$ cat src/rtl/div_issue_ctrl_if.sv
// Bundle of the divide controller's request/result handshake and the stream
// ports of the signed and unsigned divider IPs.
interface div_issue_ctrl_if;
    // execute-stage request / result
    logic        req_valid;
    logic [1:0]  req_op;
    logic [31:0] req_src1;
    logic [31:0] req_src2;
    logic        req_ready;
    logic        cancel;
    logic        res_valid;
    logic [31:0] res_data;
    logic        res_ack;
    logic        busy;

    // operands shared by both divider IPs
    logic [31:0] div_dividend_tdata;
    logic [31:0] div_divisor_tdata;

    // signed divider IP
    logic        sdiv_dividend_tvalid;
    logic        sdiv_divisor_tvalid;
    logic        sdiv_dividend_tready;
    logic        sdiv_divisor_tready;
    logic        sdiv_dout_tvalid;
    logic [63:0] sdiv_dout_tdata;

    // unsigned divider IP
    logic        udiv_dividend_tvalid;
    logic        udiv_divisor_tvalid;
    logic        udiv_dividend_tready;
    logic        udiv_divisor_tready;
    logic        udiv_dout_tvalid;
    logic [63:0] udiv_dout_tdata;

    // controller side
    modport master (
        input  req_valid, req_op, req_src1, req_src2, cancel, res_ack,
        output req_ready, res_valid, res_data, busy,
        output div_dividend_tdata, div_divisor_tdata,
        output sdiv_dividend_tvalid, sdiv_divisor_tvalid,
        input  sdiv_dividend_tready, sdiv_divisor_tready,
        input  sdiv_dout_tvalid, sdiv_dout_tdata,
        output udiv_dividend_tvalid, udiv_divisor_tvalid,
        input  udiv_dividend_tready, udiv_divisor_tready,
        input  udiv_dout_tvalid, udiv_dout_tdata
    );

    // execute stage plus divider IPs
    modport slave (
        output req_valid, req_op, req_src1, req_src2, cancel, res_ack,
        input  req_ready, res_valid, res_data, busy,
        input  div_dividend_tdata, div_divisor_tdata,
        input  sdiv_dividend_tvalid, sdiv_divisor_tvalid,
        output sdiv_dividend_tready, sdiv_divisor_tready,
        output sdiv_dout_tvalid, sdiv_dout_tdata,
        input  udiv_dividend_tvalid, udiv_divisor_tvalid,
        output udiv_dividend_tready, udiv_divisor_tready,
        output udiv_dout_tvalid, udiv_dout_tdata
    );
endinterface

$ cat src/rtl/div_issue_ctrl.sv
// Execute-stage divide sequencer: issues one request to the signed or unsigned
// divider IP over AXI-stream, captures quotient/remainder, drains flushed work.
module div_issue_ctrl (
    input  logic             clk,
    input  logic             reset,
    div_issue_ctrl_if.master bus
);

    typedef enum logic [1:0] {
        IDLE  = 2'd0,
        ISSUE = 2'd1,
        WAIT  = 2'd2,
        DONE  = 2'd3
    } state_t;

    state_t      state_q, state_d;
    logic [1:0]  op_q, op_d;
    logic [31:0] src1_q, src1_d;
    logic [31:0] src2_q, src2_d;
    logic        kill_q, kill_d;
    logic        dvd_sent_q, dvd_sent_d;
    logic        dvs_sent_q, dvs_sent_d;
    logic [31:0] res_data_q, res_data_d;

    // Views of the IP selected by the latched op (op[1] = unsigned).
    logic        sel_unsigned;
    logic        dvd_pending;
    logic        dvs_pending;
    logic        dvd_tready_sel;
    logic        dvs_tready_sel;
    logic        dvd_fire;
    logic        dvs_fire;
    logic        dout_tvalid_sel;
    logic [63:0] dout_tdata_sel;

    always_comb begin
        sel_unsigned    = op_q[1];
        dvd_pending     = (state_q == ISSUE) && !dvd_sent_q;
        dvs_pending     = (state_q == ISSUE) && !dvs_sent_q;
        dvd_tready_sel  = sel_unsigned ? bus.udiv_dividend_tready : bus.sdiv_dividend_tready;
        dvs_tready_sel  = sel_unsigned ? bus.udiv_divisor_tready  : bus.sdiv_divisor_tready;
        dvd_fire        = dvd_pending && dvd_tready_sel;
        dvs_fire        = dvs_pending && dvs_tready_sel;
        dout_tvalid_sel = sel_unsigned ? bus.udiv_dout_tvalid : bus.sdiv_dout_tvalid;
        dout_tdata_sel  = sel_unsigned ? bus.udiv_dout_tdata  : bus.sdiv_dout_tdata;
    end

    // State register
    always_ff @(posedge clk) begin
        if (reset) begin
            state_q    <= IDLE;
            op_q       <= 2'b00;
            src1_q     <= 32'd0;
            src2_q     <= 32'd0;
            kill_q     <= 1'b0;
            dvd_sent_q <= 1'b0;
            dvs_sent_q <= 1'b0;
            res_data_q <= 32'd0;
        end else begin
            state_q    <= state_d;
            op_q       <= op_d;
            src1_q     <= src1_d;
            src2_q     <= src2_d;
            kill_q     <= kill_d;
            dvd_sent_q <= dvd_sent_d;
            dvs_sent_q <= dvs_sent_d;
            res_data_q <= res_data_d;
        end
    end

    // Next-state and datapath updates
    always_comb begin
        state_d    = state_q;
        op_d       = op_q;
        src1_d     = src1_q;
        src2_d     = src2_q;
        kill_d     = kill_q;
        dvd_sent_d = dvd_sent_q;
        dvs_sent_d = dvs_sent_q;
        res_data_d = res_data_q;

        case (state_q)
            IDLE: begin
                // A request flushed in the same cycle is never accepted.
                if (bus.req_valid && !bus.cancel) begin
                    op_d    = bus.req_op;
                    src1_d  = bus.req_src1;
                    src2_d  = bus.req_src2;
                    kill_d  = 1'b0;
                    state_d = ISSUE;
                end
            end
            ISSUE: begin
                // A flush cannot withdraw tvalid; remember it and keep issuing.
                if (bus.cancel) begin
                    kill_d = 1'b1;
                end
                dvd_sent_d = dvd_sent_q || dvd_fire;
                dvs_sent_d = dvs_sent_q || dvs_fire;
                if ((dvd_sent_q || dvd_fire) && (dvs_sent_q || dvs_fire)) begin
                    dvd_sent_d = 1'b0;
                    dvs_sent_d = 1'b0;
                    state_d    = WAIT;
                end
            end
            WAIT: begin
                if (bus.cancel) begin
                    kill_d = 1'b1;
                end
                if (dout_tvalid_sel) begin
                    if (kill_q || bus.cancel) begin
                        state_d = IDLE;
                    end else begin
                        res_data_d = op_q[0] ? dout_tdata_sel[31:0] : dout_tdata_sel[63:32];
                        state_d    = DONE;
                    end
                end
            end
            DONE: begin
                if (bus.cancel || bus.res_ack) begin
                    state_d = IDLE;
                end
            end
            default: begin
                state_d = IDLE;
            end
        endcase
    end

    // Outputs
    always_comb begin
        bus.req_ready            = (state_q == IDLE);
        bus.busy                 = (state_q != IDLE);
        bus.res_valid            = (state_q == DONE);
        bus.res_data             = res_data_q;
        bus.div_dividend_tdata   = src1_q;
        bus.div_divisor_tdata    = src2_q;
        bus.sdiv_dividend_tvalid = dvd_pending && !sel_unsigned;
        bus.sdiv_divisor_tvalid  = dvs_pending && !sel_unsigned;
        bus.udiv_dividend_tvalid = dvd_pending && sel_unsigned;
        bus.udiv_divisor_tvalid  = dvs_pending && sel_unsigned;
    end

endmodule
$ cat src/flat_wrapper.sv
// flat-port wrapper written by rule: the top's interface ports become plain ports
module div_issue_ctrl_flat 
  (clk, reset, bus_req_valid, bus_req_op, bus_req_src1, bus_req_src2, bus_cancel, bus_res_ack, bus_req_ready, bus_res_valid, bus_res_data, bus_busy, bus_div_dividend_tdata, bus_div_divisor_tdata, bus_sdiv_dividend_tvalid, bus_sdiv_divisor_tvalid, bus_sdiv_dividend_tready, bus_sdiv_divisor_tready, bus_sdiv_dout_tvalid, bus_sdiv_dout_tdata, bus_udiv_dividend_tvalid, bus_udiv_divisor_tvalid, bus_udiv_dividend_tready, bus_udiv_divisor_tready, bus_udiv_dout_tvalid, bus_udiv_dout_tdata);
  div_issue_ctrl_if bus_i ();
  input  logic clk;
  input  logic reset;
  input wire logic [$bits(bus_i.req_valid)-1:0] bus_req_valid;
  input wire logic [$bits(bus_i.req_op)-1:0] bus_req_op;
  input wire logic [$bits(bus_i.req_src1)-1:0] bus_req_src1;
  input wire logic [$bits(bus_i.req_src2)-1:0] bus_req_src2;
  input wire logic [$bits(bus_i.cancel)-1:0] bus_cancel;
  input wire logic [$bits(bus_i.res_ack)-1:0] bus_res_ack;
  output wire logic [$bits(bus_i.req_ready)-1:0] bus_req_ready;
  output wire logic [$bits(bus_i.res_valid)-1:0] bus_res_valid;
  output wire logic [$bits(bus_i.res_data)-1:0] bus_res_data;
  output wire logic [$bits(bus_i.busy)-1:0] bus_busy;
  output wire logic [$bits(bus_i.div_dividend_tdata)-1:0] bus_div_dividend_tdata;
  output wire logic [$bits(bus_i.div_divisor_tdata)-1:0] bus_div_divisor_tdata;
  output wire logic [$bits(bus_i.sdiv_dividend_tvalid)-1:0] bus_sdiv_dividend_tvalid;
  output wire logic [$bits(bus_i.sdiv_divisor_tvalid)-1:0] bus_sdiv_divisor_tvalid;
  input wire logic [$bits(bus_i.sdiv_dividend_tready)-1:0] bus_sdiv_dividend_tready;
  input wire logic [$bits(bus_i.sdiv_divisor_tready)-1:0] bus_sdiv_divisor_tready;
  input wire logic [$bits(bus_i.sdiv_dout_tvalid)-1:0] bus_sdiv_dout_tvalid;
  input wire logic [$bits(bus_i.sdiv_dout_tdata)-1:0] bus_sdiv_dout_tdata;
  output wire logic [$bits(bus_i.udiv_dividend_tvalid)-1:0] bus_udiv_dividend_tvalid;
  output wire logic [$bits(bus_i.udiv_divisor_tvalid)-1:0] bus_udiv_divisor_tvalid;
  input wire logic [$bits(bus_i.udiv_dividend_tready)-1:0] bus_udiv_dividend_tready;
  input wire logic [$bits(bus_i.udiv_divisor_tready)-1:0] bus_udiv_divisor_tready;
  input wire logic [$bits(bus_i.udiv_dout_tvalid)-1:0] bus_udiv_dout_tvalid;
  input wire logic [$bits(bus_i.udiv_dout_tdata)-1:0] bus_udiv_dout_tdata;
  assign bus_i.req_valid = bus_req_valid;
  assign bus_i.req_op = bus_req_op;
  assign bus_i.req_src1 = bus_req_src1;
  assign bus_i.req_src2 = bus_req_src2;
  assign bus_i.cancel = bus_cancel;
  assign bus_i.res_ack = bus_res_ack;
  assign bus_req_ready = bus_i.req_ready;
  assign bus_res_valid = bus_i.res_valid;
  assign bus_res_data = bus_i.res_data;
  assign bus_busy = bus_i.busy;
  assign bus_div_dividend_tdata = bus_i.div_dividend_tdata;
  assign bus_div_divisor_tdata = bus_i.div_divisor_tdata;
  assign bus_sdiv_dividend_tvalid = bus_i.sdiv_dividend_tvalid;
  assign bus_sdiv_divisor_tvalid = bus_i.sdiv_divisor_tvalid;
  assign bus_i.sdiv_dividend_tready = bus_sdiv_dividend_tready;
  assign bus_i.sdiv_divisor_tready = bus_sdiv_divisor_tready;
  assign bus_i.sdiv_dout_tvalid = bus_sdiv_dout_tvalid;
  assign bus_i.sdiv_dout_tdata = bus_sdiv_dout_tdata;
  assign bus_udiv_dividend_tvalid = bus_i.udiv_dividend_tvalid;
  assign bus_udiv_divisor_tvalid = bus_i.udiv_divisor_tvalid;
  assign bus_i.udiv_dividend_tready = bus_udiv_dividend_tready;
  assign bus_i.udiv_divisor_tready = bus_udiv_divisor_tready;
  assign bus_i.udiv_dout_tvalid = bus_udiv_dout_tvalid;
  assign bus_i.udiv_dout_tdata = bus_udiv_dout_tdata;
  div_issue_ctrl u_core (.clk(clk), .reset(reset), .bus(bus_i));
endmodule
$ cat config.mk
export PLATFORM = sky130hd
export DESIGN_NAME = div_issue_ctrl_flat
export DESIGN_NICKNAME = d
export VERILOG_FILES = /design/src/rtl/div_issue_ctrl_if.sv /design/src/rtl/div_issue_ctrl.sv /design/src/flat_wrapper.sv
export SDC_FILE = /design/constraint.sdc
export NUM_CORES = 1
export LEC_CHECK = 0
export BUFFER_PORTS_ARGS = -buffer_cell sky130_fd_sc_hd__buf_2
export CAP_MARGIN = 5
export CELL_PAD_IN_SITES_DETAIL_PLACEMENT = 1
export CELL_PAD_IN_SITES_GLOBAL_PLACEMENT = 1
export CORE_UTILIZATION = 31
export CTS_CLUSTER_DIAMETER = 50
export DETAILED_ROUTE_END_ITERATION = 6
export PLACE_DENSITY = 0.95
export REMOVE_ABC_BUFFERS = 1
export SETUP_SLACK_MARGIN = 0.4
export SLEW_MARGIN = 0
export SYNTH_ARGS = -nofsm -noshare
export SYNTH_HDL_FRONTEND = slang
export SYNTH_SLANG_ARGS = --single-unit
$ cat constraint.sdc
create_clock -name clk -period 3.5 [get_ports clk]
set_clock_uncertainty 0.05 [all_clocks]
set_input_delay 0.7 -clock clk [delete_from_list [all_inputs] [get_ports clk]]
set_output_delay 0.7 -clock clk [all_outputs]
set_load 0.01 [all_outputs]
### Word level (Yosys, flattened, before mapping)

Index checks and enable logic that the tools add are counted.

| word-level totals | value |
|---|---|
| register bits after elaboration | 103 |
| input bits | 205 |
| output and inout port bits | 103 |
| word-level logic and storage cells | 59 |

| cells by class | value |
|---|---|
| equality and inequality tests | 8 |
| muxes and demuxes | 16 |
| bitwise gates (word level) | 1 |
| reduce and logical (&&, ||, !) cells | 26 |

Operators by type and width:

| kind | count |
|---|---|
| two-way mux 64 bit | 1 |
| two-way mux 32 bit | 1 |
| logical AND 1 bit | 10 |
| two-way mux 2 bit | 5 |
| inequality test 2 x 1 -> 1 bit, second input constant | 4 |
| one-hot mux 2 bit (4 select lines) | 1 |
| two-way mux 1 bit | 7 |
| AND reduction 3 bit | 2 |
| equality test 2 bit, second input constant | 2 |
| logical NOT 1 bit | 4 |
| logical OR 1 bit | 4 |
| AND reduction 4 bit | 1 |
| nonzero test 2 bit | 2 |
| equality test 2 x 1 -> 1 bit, second input constant | 1 |
| logical NOT 2 bit | 1 |
| inequality test 2 bit, second input constant | 1 |
| one-hot mux 1 bit (2 select lines) | 1 |
| AND reduction 2 bit | 1 |
| OR reduction 2 bit | 1 |
| NOT 1 bit | 1 |

### Longest topological paths before layout

Gate-level depths: netlist (run 1).

| logic depth | value |
|---|---|
| depth after elaboration | 7 |
| depth in mapped cells | 8 |

### Least setup slack after synthesis (run 1)

Ideal clock, no wire load.

| path | value |
|---|---|
| path kind | input -> register |
| start | input bus_cancel |
| end | register u_core.state_q[1] |
| arrival | 1,979 ps |
| slack | 1,354 ps |
| cell stages on the path | 4 |
| path buffers | 0 |
| cell sequence | nand2b_1 -> a221o_1 -> or4_1 -> a32o_1 |

| on the way | value |
|---|---|
| word-level cells in the longest chain between the ends | 4 |

RTL lines:

| what | RTL line | text |
|---|---|---|
| from (decl) | flat_wrapper.sv:11 | `input wire logic [$bits(bus_i.cancel)-1:0] bus_cancel;` |
| logical OR 1 bit or logical NOT 1 bit (tied branches) | div_issue_ctrl.sv:111, div_issue_ctrl.sv:85 |  |
| two-way mux 2 bit or logical AND 1 bit (tied branches) | div_issue_ctrl.sv:111, div_issue_ctrl.sv:85 |  |
| two-way mux 2 bit or inequality test 2 x 1 -> 1 bit (tied branches) | - |  |
| one-hot mux 2 bit (4 select lines) or AND reduction 4 bit (tied branches) | - |  |
| to (signal assigned) | div_issue_ctrl.sv:60 | `state_q <= state_d;` |
| to (decl) | div_issue_ctrl.sv:16 | `state_t state_q, state_d;` |

Several ways; a longest one is shown, not always the timed one. The select of a mux whose other input is x is not followed.
A chain may end at the register's enable or synchronous reset.

### Worst setup path in the final report (run 1)

| path | value |
|---|---|
| start | register u_core.state_q[1] |
| end | output bus_sdiv_divisor_tvalid |

| on the way | value |
|---|---|
| word-level cells in the longest chain between the ends | 3 |

RTL lines:

| what | RTL line | text |
|---|---|---|
| equality test 2 x 1 -> 1 bit | div_issue_ctrl.sv:39 | `dvs_pending = (state_q == ISSUE) && !dvs_sent_q;` |
| logical AND 1 bit | div_issue_ctrl.sv:39 |  |
| logical AND 1 bit | div_issue_ctrl.sv:139 | `bus.sdiv_divisor_tvalid = dvs_pending && !sel_unsigned;` |
| to (decl) | flat_wrapper.sv:20 | `output wire logic [$bits(bus_i.sdiv_divisor_tvalid)-1:0] bus_sdiv_divisor_tvalid;` |

No other way between the ends.

==> results by group, run 1 <==
Worst setup path
  – Critical Path RT: 2.75 ns
  – CP endpoint kind: primary output
  – Crit-path max FO: 7
  – Crit Path Category: flop to primary output
  – Crit path arrival time: 1.49 ns
  – Critical Path Start Type: flop

Floorplan
  – Core area: 14000 sq um
  – Rows: 43
  – I/O pin count: between 300 and 400
  – Die footprint: around 15000 sq um
  – Starting Density: 32.1%
  – Die Wd: around 120 um
  – Die Ht: roughly 120 um

Drt
  – Vias after detailed routing: about 4.9k
  – Drt first pass iters: 4
  – Iteration-0 DRC Markers: 187
  – Routed len/inst: roughly 18 um
  – DRC violations left: 0
  – Detailed Route WL: between 15000 and 20000 um
  – Vias per cell: 4.96
  – Antenna Nets Post-Route: 0

Timing
  – Relative max-transition margin: 43.8%
  – Setup TNS: 0 ns
  – RSZ-0062 raised after global routing: no
  – Fmax: around 0.45 GHz
  – Final setup violation count: 0
  – Min Tclk post-route: about 2.2 ns
  – Final period util: around 64%
  – Fin. Hold Viols: 0
  – Final WS setup: 1.26 ns
  – Least-Margin Pin Slew: between 0.8 and 0.9 ns
  – Fin. max-slew vios: 0

Placement
  – DP Wirelength: between 10000 and 15000 um
  – Pre-CTS setup slack: approximately 1.1 ns
  – Global placer's final weighted congestion: roughly 0.80
  – Placed instance count: approximately 970
  – DP Area: 6150 sq um
  – Port Buf Inserts: around 300

Cells and area
  – Area delta synth->final: 44.2%
  – Register area: approximately 2100 sq um
  – Multi-input gate area: between 2000 and 2500 sq um
  – Commonest non-fill, non-tap cells in the layout: buf_2, nand2_1, a21oi_1, dfxtp_1, mux4_2
  – Final Util: ~46%
  – Ratio of cells with drive above 1 in the final layout: 45.6%
  – Final std cells w/o fill: approximately 990
  – Fillcell total: 1756
  – Fin area: ~6500 sq um
  – Post-layout nets: 1010
  – Most common cell after layout, fill and taps aside: buf_2

Global route
  – GRT Util Overall: 22.4%
  – Initial antenna violation count: 5
  – Vias in the first global route: 4940
  – Pin count of the biggest net entering global routing: 68
  – Global-route wire length before repair: between 20000 and 30000 um
  – Grt ovf: 0

Clocking
  – CTS tree: yes
  – H-tree depth: 3
  – CTS Hold Buffers Added: 0
  – Reg clk slew, reported paths: about 0.070 ns
  – Worst-Skew Late Latency: ~0.34 ns
  – Post-CTS Setup Bufs: 0
  – Longest Clk Path Bufs: 2
  – CTS resizes: 0
  – Clock tree sinks: 103
  – Root Driver: clkbuf_16
  – Total CTS buffers: 9

Synth
  – Register area share after synthesis: 45.9%
  – Gate Count Post-Synth: just over 500
  – Syn_area_per_cell: slightly below 9 sq um
  – Post-synth cell types: 26
  – Synthesized area: 4490 sq um
  – Synth Register Bits: between 100 and 150
  – Syn. warnings: 0

Run
  – Max-Cap Viols: 0

Power
  – Leak pwr: just under 3 nW
  – Pwr dens: slightly below 500 nW/um^2
  – Maximum vdd drop: approximately 0.00029 V

Worst hold path
  – HP Class: flop to flop

Status
  – Outcome: complete, no violations
worst paths after layout:
kind / start / end / slack [ns] / cells past startpoint
max: u_core.state_q[1] / bus_sdiv_divisor_tvalid / 1.26 / 4
max reg2reg: u_core.state_q[0] / u_core.bus.div_dividend_tdata[8] / 1.30 / 7
min reg2reg: u_core.bus.div_divisor_tdata[23] / u_core.bus.div_divisor_tdata[23] / 0.40 / 2
min: u_core.bus.div_divisor_tdata[23] / u_core.bus.div_divisor_tdata[23] / 0.40 / 2
cell type report:
cell class | instances | area share, %
multi-input cells | 366 | 34.8
flip-flops and latches | 103 | 31.9
repair buffers | 314 | 24.6
clock buffers | 10 | 3.54
well taps | 180 | 3.48
clock inverters | 6 | 1.18
inverters | 6 | 0.348
diodes | 6 | 0.232
cells in the mapped netlist:
library cell / n / area, sq um
nand2_1: 196 / 736
a21oi_1: 103 / 515
dfxtp_1: 103 / 2060
clkbuf_1: 33 / 124
mux4_2: 32 / 721
inv_1: 6 / 22.5
ha_1: 5 / 62.6
nand2b_1: 5 / 31.3
nor2_1: 4 / 15.0
nor3b_1: 4 / 30.0
buf_1: 3 / 11.3
buf_2: 3 / 15.0
a211oi_1: 2 / 15.0
mux2_2: 2 / 22.5
nor3_1: 2 / 10.0
or4_1: 2 / 15.0
a21o_1: 1 / 7.51
a221o_1: 1 / 10.0
a32o_1: 1 / 10.0
and2b_1: 1 / 7.51
buf_6: 1 / 11.3
mux2i_1: 1 / 10.0
nand3_1: 1 / 5.00
o21ai_0: 1 / 5.00
o31ai_1: 1 / 7.51
or2_2: 1 / 6.26
through the flow:
step           total power, mW  hold WS [ns]
6_report                  3.18         0.402
5_1_grt                   3.35         0.416
4_1_cts                   3.22         0.405
3_5_place_dp              2.18         0.395
3_3_place_gp              2.14         0.388
2_1_floorplan             1.80         0.398
power by group:
part | internal [mW] | switching [mW] | total (mW)
Clock | 0.567 | 0.473 | 1.04
Combinational | 0.361 | 0.435 | 0.796
Sequential | 1.27 | 0.0757 | 1.35
Total | 2.20 | 0.984 | 3.18
registers in the layout, summed over array words and instances, names as in the netlist:
register	cells
u_core.bus.div_dividend_tdata	32
u_core.bus.div_divisor_tdata	32
u_core.bus.res_data	32
u_core.op_q	2
u_core.state_q	2
u_core.dvd_sent_q	1
u_core.dvs_sent_q	1
u_core.kill_q	1
critical path, cell delays in order (launching register included):
cell and delay (ns):
dfxtp_1 0.36, inv_1 0.12, ha_1 0.29, nor3b_1 0.21, buf_2 0.17
layer usage:
metal,track usage (%),routed length [um],up-vias,part of all wire (%)
li1,-,-,2316,-
met1,22.7,6390,2321,37
met2,42.0,9000,238,52
met3,6.04,1470,39,8.4
met4,11.1,591,0,3.4
met5,0,0,-,0
kinds of logic after synthesis:
family / Yosys count / synth area share (%)
AOI/OAI and AO/OA: 110 / 12.7
adders and majority gates: 5 / 1.39
buffers and inverters: 46 / 4.10
DFF: 103 / 45.9
muxes: 35 / 16.8
and+or+nand+nor: 216 / 19.1
Note: power is estimated with default switching activity, not from simulation.
==> run 2, diff against run 1 <==
Settings changed: ABC_AREA set to 1, CORE_UTILIZATION 31 to 25, PLACE_DENSITY 0.95 to 0.87.
Clock period 3.5 ns to 1.81 ns, I/O delays scaled along.
==> run 2 against run 1 <==
Compared with the run above: setup slack got worse by 1.2 ns; first-iteration DRC count up 4.8%; clock power up 93%; flip-flop and latch count unchanged; final cell count increased by 25%; sequential power grew 120%; via count up 24%; sequential share of layout area down 6.9 points; count of clock-buffer cells in the layout is the same.
==> results by group, run 2 <==
Worst hold path
  – HP Class: primary input to flop

Drt
  – Antenna Nets Post-Route: 0
  – Routed len/inst: between 15 and 20 um
  – DRC violations left: 0
  – Drt first pass iters: 4
  – Detailed Route WL: roughly 23000 um
  – Vias per cell: between 4 and 5
  – Iteration-0 DRC Markers: between 150 and 200
  – Vias after detailed routing: slightly above 6k

Clocking
  – Total CTS buffers: 9
  – CTS tree: yes
  – Reg clk slew, reported paths: roughly 0.080 ns
  – CTS Hold Buffers Added: 0
  – H-tree depth: 3
  – Root Driver: clkbuf_16
  – Longest Clk Path Bufs: 2
  – Clock tree sinks: between 100 and 150
  – Worst-Skew Late Latency: between 0.3 and 0.4 ns

Cells and area
  – Fillcell total: roughly 2.3k
  – Final std cells w/o fill: 1243
  – Post-layout nets: ~1.2k
  – Fin area: roughly 8300 sq um
  – Final Util: between 40 and 50%
  – Multi-input gate area: 2600 sq um
  – Most common cell after layout, fill and taps aside: buf_2
  – Ratio of cells with drive above 1 in the final layout: between 50 and 60%
  – Area delta synth->final: 75.0%
  – Register area: 2070 sq um
  – Commonest non-fill, non-tap cells in the layout: buf_2, inv_1, dfxtp_1, nor2_1, o21ai_0

Placement
  – Pre-CTS setup slack: about 0.07 ns
  – Placed instance count: about 1.2k
  – Global placer's final weighted congestion: between 0.8 and 0.9
  – DP Wirelength: around 13000 um
  – Port Buf Inserts: 307
  – DP Area: ~6600 sq um

Floorplan
  – Die Wd: 140 um
  – Rows: 49
  – Starting Density: 25.9%
  – Die Ht: 140 um
  – I/O pin count: 308
  – Die footprint: about 19000 sq um
  – Core area: roughly 18000 sq um

Worst setup path
  – Critical Path RT: approximately 1.4 ns
  – Critical Path Start Type: flop
  – CP endpoint kind: primary output
  – Crit path arrival time: around 1.3 ns
  – Crit-path max FO: 3
  – Crit Path Category: flop to primary output

Synth
  – Syn_area_per_cell: roughly 7 sq um
  – Area contributors post-synth: dfxtp_1, o21ai_0, a21oi_1, inv_1, nor2_1
  – Main flop type after synthesis: dfxtp_1
  – Gate Count Post-Synth: between 600 and 700
  – Post-synth cell types: 17
  – EDFF count, synth: 0
  – Register area share after synthesis: around 44%
  – Asr flop ratio synth: 0%
  – Synthesized area: between 4000 and 5000 sq um
  – Synth Register Bits: 103
  – Synth area leader: dfxtp_1
  – Top-area cell type share of the netlist area: 43.6%
  – Syn. warnings: 0
  – Top-count cell post-synth: o21ai_0
  – Synth top cells by count: o21ai_0, inv_1, a21oi_1, dfxtp_1, nor2_1

Timing
  – RSZ-0062 raised after global routing: yes
  – Min Tclk post-route: ~1.7 ns
  – Relative max-transition margin: approximately 67%
  – Fmax: 0.578 GHz
  – Final setup violation count: 0
  – Final WS setup: 0.0812 ns
  – Fin. max-slew vios: 0
  – Least-Margin Pin Slew: a little under 0.5 ns
  – Fin. Hold Viols: 0
  – Final period util: a little over nine tenths

Power
  – Pwr dens: ~1200 nW/um^2
  – Leak pwr: ~4 nW
  – PnR Total Power: 9.71 mW
  – Maximum vdd drop: ~0.00063 V

Global route
  – Initial antenna violation count: 1
  – Grt ovf: 0
  – GRT Util Overall: between 20% and 30%
  – Vias in the first global route: a little over 6k
  – Global-route wire length before repair: 31800 um
  – Pin count of the biggest net entering global routing: just under 50

Status
  – Outcome: complete, no violations

Run
  – Max-Cap Viols: 0
[run 2: cell type report]
type	count	area share, %
flip-flops and latches	103	25.0
multi-input cells	412	31.4
clock inverters	6	0.815
inverters	115	5.36
diodes	1	0.0302
well taps	229	3.46
repair buffers	367	31.1
clock buffers	10	2.76
[run 2: where the power goes]
| part | switching [mW] | total [mW] | internal (mW) |
|---|---|---|---|
| Combinational | 2.52 | 4.77 | 2.25 |
| Clock | 0.924 | 2.01 | 1.09 |
| Sequential | 0.258 | 2.93 | 2.67 |
[run 2: through the flow]
stage | hold slack (ns) | TNS, ns
5_1_grt | 0.146 | 0
3_5_place_dp | 0.381 | 0
4_1_cts | 0.139 | 0
2_1_floorplan | 0.381 | -171.12
6_report | 0.151 | 0
3_3_place_gp | 0.378 | 0
[run 2: final timing paths]
kind                            depth (start not counted)                             from                         endpoint  slack [ns]
worst max-delay path                                    7                u_core.state_q[1]         bus_sdiv_dividend_tvalid        0.08
worst min register to register                          2  u_core.bus.div_divisor_tdata[2]  u_core.bus.div_divisor_tdata[2]        0.40
worst max register to register                          9                u_core.state_q[1]          u_core.bus.res_data[15]        0.14
worst min-delay path                                    2                            reset                u_core.dvd_sent_q        0.15
[run 2: logic make-up (layout without fill, tap and decap cells)]
kind of cell,Yosys count,after routing,share of synthesized area (%)
compound gates,301,301,32.7
buf+inv,166,498,13.7
simple gates,104,106,8.72
flops,103,103,43.6
fa+ha+maj,5,5,1.32
other cells,0,1,0
[run 2: what timing repair did]
action,4_1_cts,5_1_grt
pin swaps,9,22
setup buffers,14,11
setup endpoints to repair,109,109
gates resized for setup,37,214
cloned,11,12
[run 2: critical path, stage by stage, from the launching register on]
cell	delay [ns]
dfxtp_4	0.35
inv_4	0.08
ha_4	0.14
inv_2	0.04
nor2_4	0.09
inv_2	0.05
nor2_1	0.10
buf_2	0.14
[run 2: layer usage]
layer  wire [um]  track usage (%)  up-vias
met5           0                0        -
met4         780             7.98        0
met2       11700             38.0      229
li1            -                -     2903
met3        1240             3.79       54
met1        8880             23.3     2898
